File: config.mk
export PLATFORM = sky130hd
export DESIGN_NAME = adder_16bit
export DESIGN_NICKNAME = d
export VERILOG_FILES = /design/src/rtl/adder_16bit_pkg.sv /design/src/rtl/cla_4bit.sv /design/src/rtl/adder_16bit.sv
export SDC_FILE = /design/constraint.sdc
export NUM_CORES = 1
export LEC_CHECK = 0
export BUFFER_PORTS_ARGS = -buffer_cell sky130_fd_sc_hd__buf_2
export CAP_MARGIN = 15
export CORE_AREA = 4 4 67 69
export CTS_CLUSTER_SIZE = 10
export DETAILED_ROUTE_END_ITERATION = 12
export DIE_AREA = 0 0 71 73
export GPL_TIMING_DRIVEN = 0
export SLEW_MARGIN = 25
export SYNTH_ARGS = -nofsm -noshare
export SYNTH_HDL_FRONTEND = slang
export SYNTH_SLANG_ARGS = --single-unit
File: constraint.sdc
create_clock -name clk -period 0.8 [get_ports clk]
set_input_delay 0.08 -clock clk [delete_from_list [all_inputs] [get_ports clk]]
set_output_delay 0.08 -clock clk [all_outputs]
set_load 0.1 [all_outputs]
File: src/rtl/adder_16bit_pkg.sv
// Shared constants and helpers for the 16-bit saturating adder/subtractor.
package adder_16bit_pkg;

    localparam int unsigned      WIDTH      = 16;
    localparam logic [WIDTH-1:0] SAT_POS    = 16'h7FFF;
    localparam logic [WIDTH-1:0] SAT_NEG    = 16'h8000;
    localparam int unsigned      SLICE_W    = 4;
    localparam int unsigned      NUM_SLICES = WIDTH / SLICE_W;

    // Clamp direction follows the sign of A: overflow can only push away from A's sign.
    function automatic logic [WIDTH-1:0] sat_value(input logic sign_a);
        return sign_a ? SAT_NEG : SAT_POS;
    endfunction

endpackage

File: src/rtl/cla_4bit.sv
// 4-bit carry-lookahead slice; all internal carries are computed in parallel from cin.
module cla_4bit
    import adder_16bit_pkg::*;
(
    input  logic [SLICE_W-1:0] a,
    input  logic [SLICE_W-1:0] b,
    input  logic               cin,
    output logic [SLICE_W-1:0] s,
    output logic               cout
);

    logic [SLICE_W-1:0] w_p;
    logic [SLICE_W-1:0] w_g;
    logic [SLICE_W-1:0] w_c;

    assign w_p = a ^ b;
    assign w_g = a & b;

    assign w_c[0] = cin;
    assign w_c[1] = w_g[0] | (w_p[0] & cin);
    assign w_c[2] = w_g[1] | (w_p[1] & w_g[0]) | (w_p[1] & w_p[0] & cin);
    assign w_c[3] = w_g[2] | (w_p[2] & w_g[1]) | (w_p[2] & w_p[1] & w_g[0])
                  | (w_p[2] & w_p[1] & w_p[0] & cin);
    assign cout   = w_g[3] | (w_p[3] & w_g[2]) | (w_p[3] & w_p[2] & w_g[1])
                  | (w_p[3] & w_p[2] & w_p[1] & w_g[0])
                  | (w_p[3] & w_p[2] & w_p[1] & w_p[0] & cin);

    assign s = w_p ^ w_c;

endmodule

File: src/rtl/adder_16bit.sv
// Registered 16-bit two's-complement add/subtract with signed saturation.
// Four CLA slices rippled together produce the raw result; overflow is sign-based.
module adder_16bit
    import adder_16bit_pkg::*;
(
    input  logic             clk,
    input  logic             rst,
    input  logic [WIDTH-1:0] A,
    input  logic [WIDTH-1:0] B,
    input  logic             Sub,
    output logic [WIDTH-1:0] Sum,
    output logic             Overflow
);

    logic [WIDTH-1:0]      w_b_eff;
    logic [WIDTH-1:0]      w_raw;
    logic [NUM_SLICES-1:0] w_cin;
    logic [NUM_SLICES-1:0] w_cout;
    logic                  w_unused_cout;
    logic                  w_ovf;
    logic [WIDTH-1:0]      w_sum_d;
    logic [WIDTH-1:0]      r_sum;
    logic                  r_ovf;

    // Subtraction is A + ~B + 1: invert B and inject the +1 as slice 0's carry-in.
    assign w_b_eff = Sub ? ~B : B;
    assign w_cin   = {w_cout[NUM_SLICES-2:0], Sub};

    for (genvar gi = 0; gi < NUM_SLICES; gi++) begin : g_slice
        cla_4bit u_cla (
            .a    (A[gi*SLICE_W +: SLICE_W]),
            .b    (w_b_eff[gi*SLICE_W +: SLICE_W]),
            .cin  (w_cin[gi]),
            .s    (w_raw[gi*SLICE_W +: SLICE_W]),
            .cout (w_cout[gi])
        );
    end

    // Final carry-out plays no part in overflow detection.
    assign w_unused_cout = w_cout[NUM_SLICES-1];

    assign w_ovf = (Sub ? (A[WIDTH-1] != B[WIDTH-1]) : (A[WIDTH-1] == B[WIDTH-1]))
                 && (w_raw[WIDTH-1] != A[WIDTH-1]);

    assign w_sum_d = w_ovf ? sat_value(A[WIDTH-1]) : w_raw;

    always_ff @(posedge clk or posedge rst) begin
        if (rst) begin
            r_sum <= '0;
            r_ovf <= 1'b0;
        end else begin
            r_sum <= w_sum_d;
            r_ovf <= w_ovf;
        end
    end

    assign Sum      = r_sum;
    assign Overflow = r_ovf;

endmodule

==> PnR_summary.wiki <==
{| class="wikitable"
! Metric !! Value
|-
| Status || complete, but fails checks
|-
| Violated checks || negative hold slack, negative setup slack
|-
| I/O pin count || 52
|-
| Post-detailed-placement cell area || around 1900 um2
|-
| Top cell types by occurrence after synthesis || sky130_fd_sc_hd__nor2_1 (19), sky130_fd_sc_hd__xor2_1 (18), sky130_fd_sc_hd__dfrtp_1 (17), sky130_fd_sc_hd__a21oi_1 (16), sky130_fd_sc_hd__nand2_1 (16)
|-
| Worst-case setup margin in the final layout || -1.54 ns
|-
| Global-route wire length before repair || approximately 5800 um
|-
| Number of antenna violations at the first check in global routing || 0
|-
| Startpoint type of the worst setup path || primary input
|-
| Slew @ Worst Pin || ~0.83 ns
|-
| DRC violation count after routing || 0
|-
| Final estimated routing congestion in global placement || between 0.8 and 0.9
|-
| FMAX || about 430 MHz
|-
| Total wirelength of the detailed-routed design || between 3000 and 4000 um
|-
| Class of the tightest hold or removal check || in -> async
|-
| Required time at the worst-slack endpoint || approximately 0.89 ns
|-
| Ys async rst share || 1.00
|-
| Detailed placement HPWL || ~2700 um
|-
| Syn_area_per_cell || 8.87 um2
|-
| Number of max-slew violations in the final report || 0
|-
| CTS Buf Count || 3
|-
| Vias in the first global route || ~1300
|-
| Post-synth EDFFs || 0
|-
| Post-place setup slack || -1.92 ns
|-
| Ant. Diodes || 0
|-
| Row count || 23
|-
| Die Wd || around 71 um
|-
| Tightest slew margin relative to the limit || 0.444
|-
| Placeable core region || just under 4000 um2
|-
| DRT Pass-1 Iters || 4
|-
| Syn Inst Count || about 170
|-
| Start-to-end type of the worst setup path || in -> reg
|-
| Final instance area || around 2600 um2
|-
| Maximum ir drop on the vdd rail || between 0.9 and 1 mV
|-
| H-tree depth || 1
|-
| Static leakage || 1.22 nW
|-
| Sequential area share after synthesis || 0.279
|-
| Worst-path maximum fanout || 6
|-
| Netlist area before placement || between 1500 and 2000 um2
|-
| Clock buffer depth || 2
|-
| Count of max-cap constraint violations || 0
|-
| Count of nets left with antenna violations after detail routing || 0
|-
| Critical path capture point type || flip-flop
|-
| Maximum number of pins on one net before global-route repair || 18
|-
| Cell types occupying the most area after synthesis || sky130_fd_sc_hd__dfrtp_1 (28%), sky130_fd_sc_hd__ha_1 (12%), sky130_fd_sc_hd__xor2_1 (10%), sky130_fd_sc_hd__a21oi_1 (5.2%), sky130_fd_sc_hd__nor2_1 (4.7%)
|-
| Synthesis warning total || 0
|-
| Critical path origin || Sub
|-
| Cell type with the highest aggregate area in the netlist || sky130_fd_sc_hd__dfrtp_1
|-
| Crit path arrival time || 2.44 ns
|-
| Cell Count, Final, Fillers Out || between 300 and 400
|-
| WL/cell || 12.4 um
|-
| Initial DRC count || 28
|-
| Die height || between 70 and 80 um
|-
| Final critical-path share of the clock period || 2.93
|-
| Die area || roughly 5200 um2
|-
| Library cell with the highest instance count after synthesis || sky130_fd_sc_hd__nor2_1
|-
| GRT Residual Overflow || 0
|-
| Via total after detailed routing || about 1500
|-
| Minimum period implied by the final worst setup slack || around 2.3 ns
|-
| Routed vias/inst || about 4.8
|-
| Root Buffer Master || sky130_fd_sc_hd__clkbuf_8
|-
| Total number of nets in the final design || 309
|-
| Register bit total from synthesis || 17
|-
| TritonCTS clock tree || done
|-
| Final setup fails || 34
|-
| Unique masters post-synth || 38
|-
| Number of sinks driven by the clock tree || 17
|-
| Synth-to-Final Area Change || 72.7%
|-
| Initial core utilization || 0.390
|-
| Port Buffer Count || 50
|-
| Count of endpoints failing hold in the final timing report || 17
|-
| Number of placed instances, taps included || around 270
|-
| RSZ-0062 raised after global routing || yes
|-
| Power density over cell area || around 2700 nW/um2
|-
| Top flip-flop cell by instance count after synthesis || sky130_fd_sc_hd__dfrtp_1
|-
| Clk slew on worst S/H paths || about 0.050 ns
|-
| Share of post-route cells with drive strength above 1 || 0.592
|-
| Yosys top cell area share || 0.279
|-
| Net count after synthesis || around 230
|-
| Post-Route Setup TNS || -25.97 ns
|-
| Hold Worst Slack || -0.118 ns
|-
| Total GRT Usage || 0.138
|}
==> placed cells by master, fill, tap and decap left out, types with 3 or more instances in the layout <==
cell	instances
sky130_fd_sc_hd__buf_2	33
sky130_fd_sc_hd__buf_4	25
sky130_fd_sc_hd__xor2_1	17
sky130_fd_sc_hd__dfrtp_2	15
sky130_fd_sc_hd__ha_1	14
sky130_fd_sc_hd__nor2_1	13
sky130_fd_sc_hd__a21oi_2	12
sky130_fd_sc_hd__nand2_1	12
sky130_fd_sc_hd__inv_1	10
sky130_fd_sc_hd__buf_6	9
sky130_fd_sc_hd__buf_12	8
sky130_fd_sc_hd__buf_8	8
sky130_fd_sc_hd__o21ai_1	5
sky130_fd_sc_hd__a21oi_1	4
sky130_fd_sc_hd__nor2_2	4
sky130_fd_sc_hd__xnor2_1	4
sky130_fd_sc_hd__xnor2_2	4
sky130_fd_sc_hd__o21ai_2	3
sky130_fd_sc_hd__o21a_1	3
sky130_fd_sc_hd__o21ai_0	3
sky130_fd_sc_hd__fa_2	3
sky130_fd_sc_hd__clkbuf_8	3
==> layer usage <==
metal	part of all wire	track usage
met1	0.43	0.169
met2	0.52	0.247
met3	0.049	0.0220
met4	0.0061	0.0459
met5	0	0
==> repair_timing <==
action | 4_1_cts | 5_1_grt
pin swaps | 30 | 24
setup buffers | 23 | 8
resized for setup | 79 | 33
gates cloned | 0 | 1
hold endpoints to repair | 17 | 17
setup endpoints to repair | 34 | 34
==> power by group <==
part	internal (mW)	leakage (nW)	switching, mW
Clock	0.352	0.0228	0.234
Combinational	1.96	1.01	3.23
Sequential	1.16	0.186	0.170
==> path summary, 6_finish.rpt <==
| kind | endpoint | slack (ns) | cells past startpoint |
|---|---|---|---|
| setup / recovery | Sum[13]$_DFF_PP0_ | -1.54 | 14 |
| hold / removal | Sum[13]$_DFF_PP0_ | -0.12 | 2 |
| max in group asynchronous | Overflow$_DFF_PP0_ | 0.52 | 2 |
| min in group clk | Sum[0]$_DFF_PP0_ | 0.23 | 3 |
==> through the flow <==
stage	hold slack (ns)	power, mW	utilization
global placement	0.173	5.03	0.488
detailed placement	0.166	5.04	0.488
floorplan	0.00504	4.42	-
CTS	-0.0952	6.66	0.619
global route	-0.0662	7.45	0.674
finish	-0.118	7.11	0.674
==> logic make-up (layout without fill, tap and decap cells) <==
family          Yosys count  count (layout)  synth area share
simple gates             48              48             0.161
compound gates           44              44             0.185
xor+xnor                 26              26             0.149
fa+ha+maj                18              18             0.162
flops                    17              17             0.279
buf+inv                  16              99            0.0426
mux                       3               3            0.0205
==> flip-flops by register name, indices dropped and copies added, names as in the netlist <==
| register | cells |
|---|---|
| Sum | 16 |
| Overflow | 1 |
==> worst max-delay path: stages <==
cell                      delay, ns
sky130_fd_sc_hd__buf_8         0.10
sky130_fd_sc_hd__buf_12        0.13
sky130_fd_sc_hd__buf_6         0.13
sky130_fd_sc_hd__xor2_2        0.18
sky130_fd_sc_hd__ha_1          0.34
sky130_fd_sc_hd__nand4_4       0.13
sky130_fd_sc_hd__nor4b_4       0.37
sky130_fd_sc_hd__nor4_4        0.07
sky130_fd_sc_hd__nor2_2        0.14
sky130_fd_sc_hd__inv_1         0.06
sky130_fd_sc_hd__fa_2          0.37
sky130_fd_sc_hd__xnor2_2       0.15
sky130_fd_sc_hd__nor2_1        0.14
sky130_fd_sc_hd__a21oi_2       0.04
==> cell type report <==
type                            count  area, um2
Buffer                              5       60.1
Clock buffer                        4       45.0
Fill cell                         310       1280
Inverter                           10       37.5
Sequential cell                    17        444
Tap cell                           50       62.6
Multi-Input combinational cell    139       1280
Timing Repair Buffer               80        703
Power figures use the tool's default switching activity.
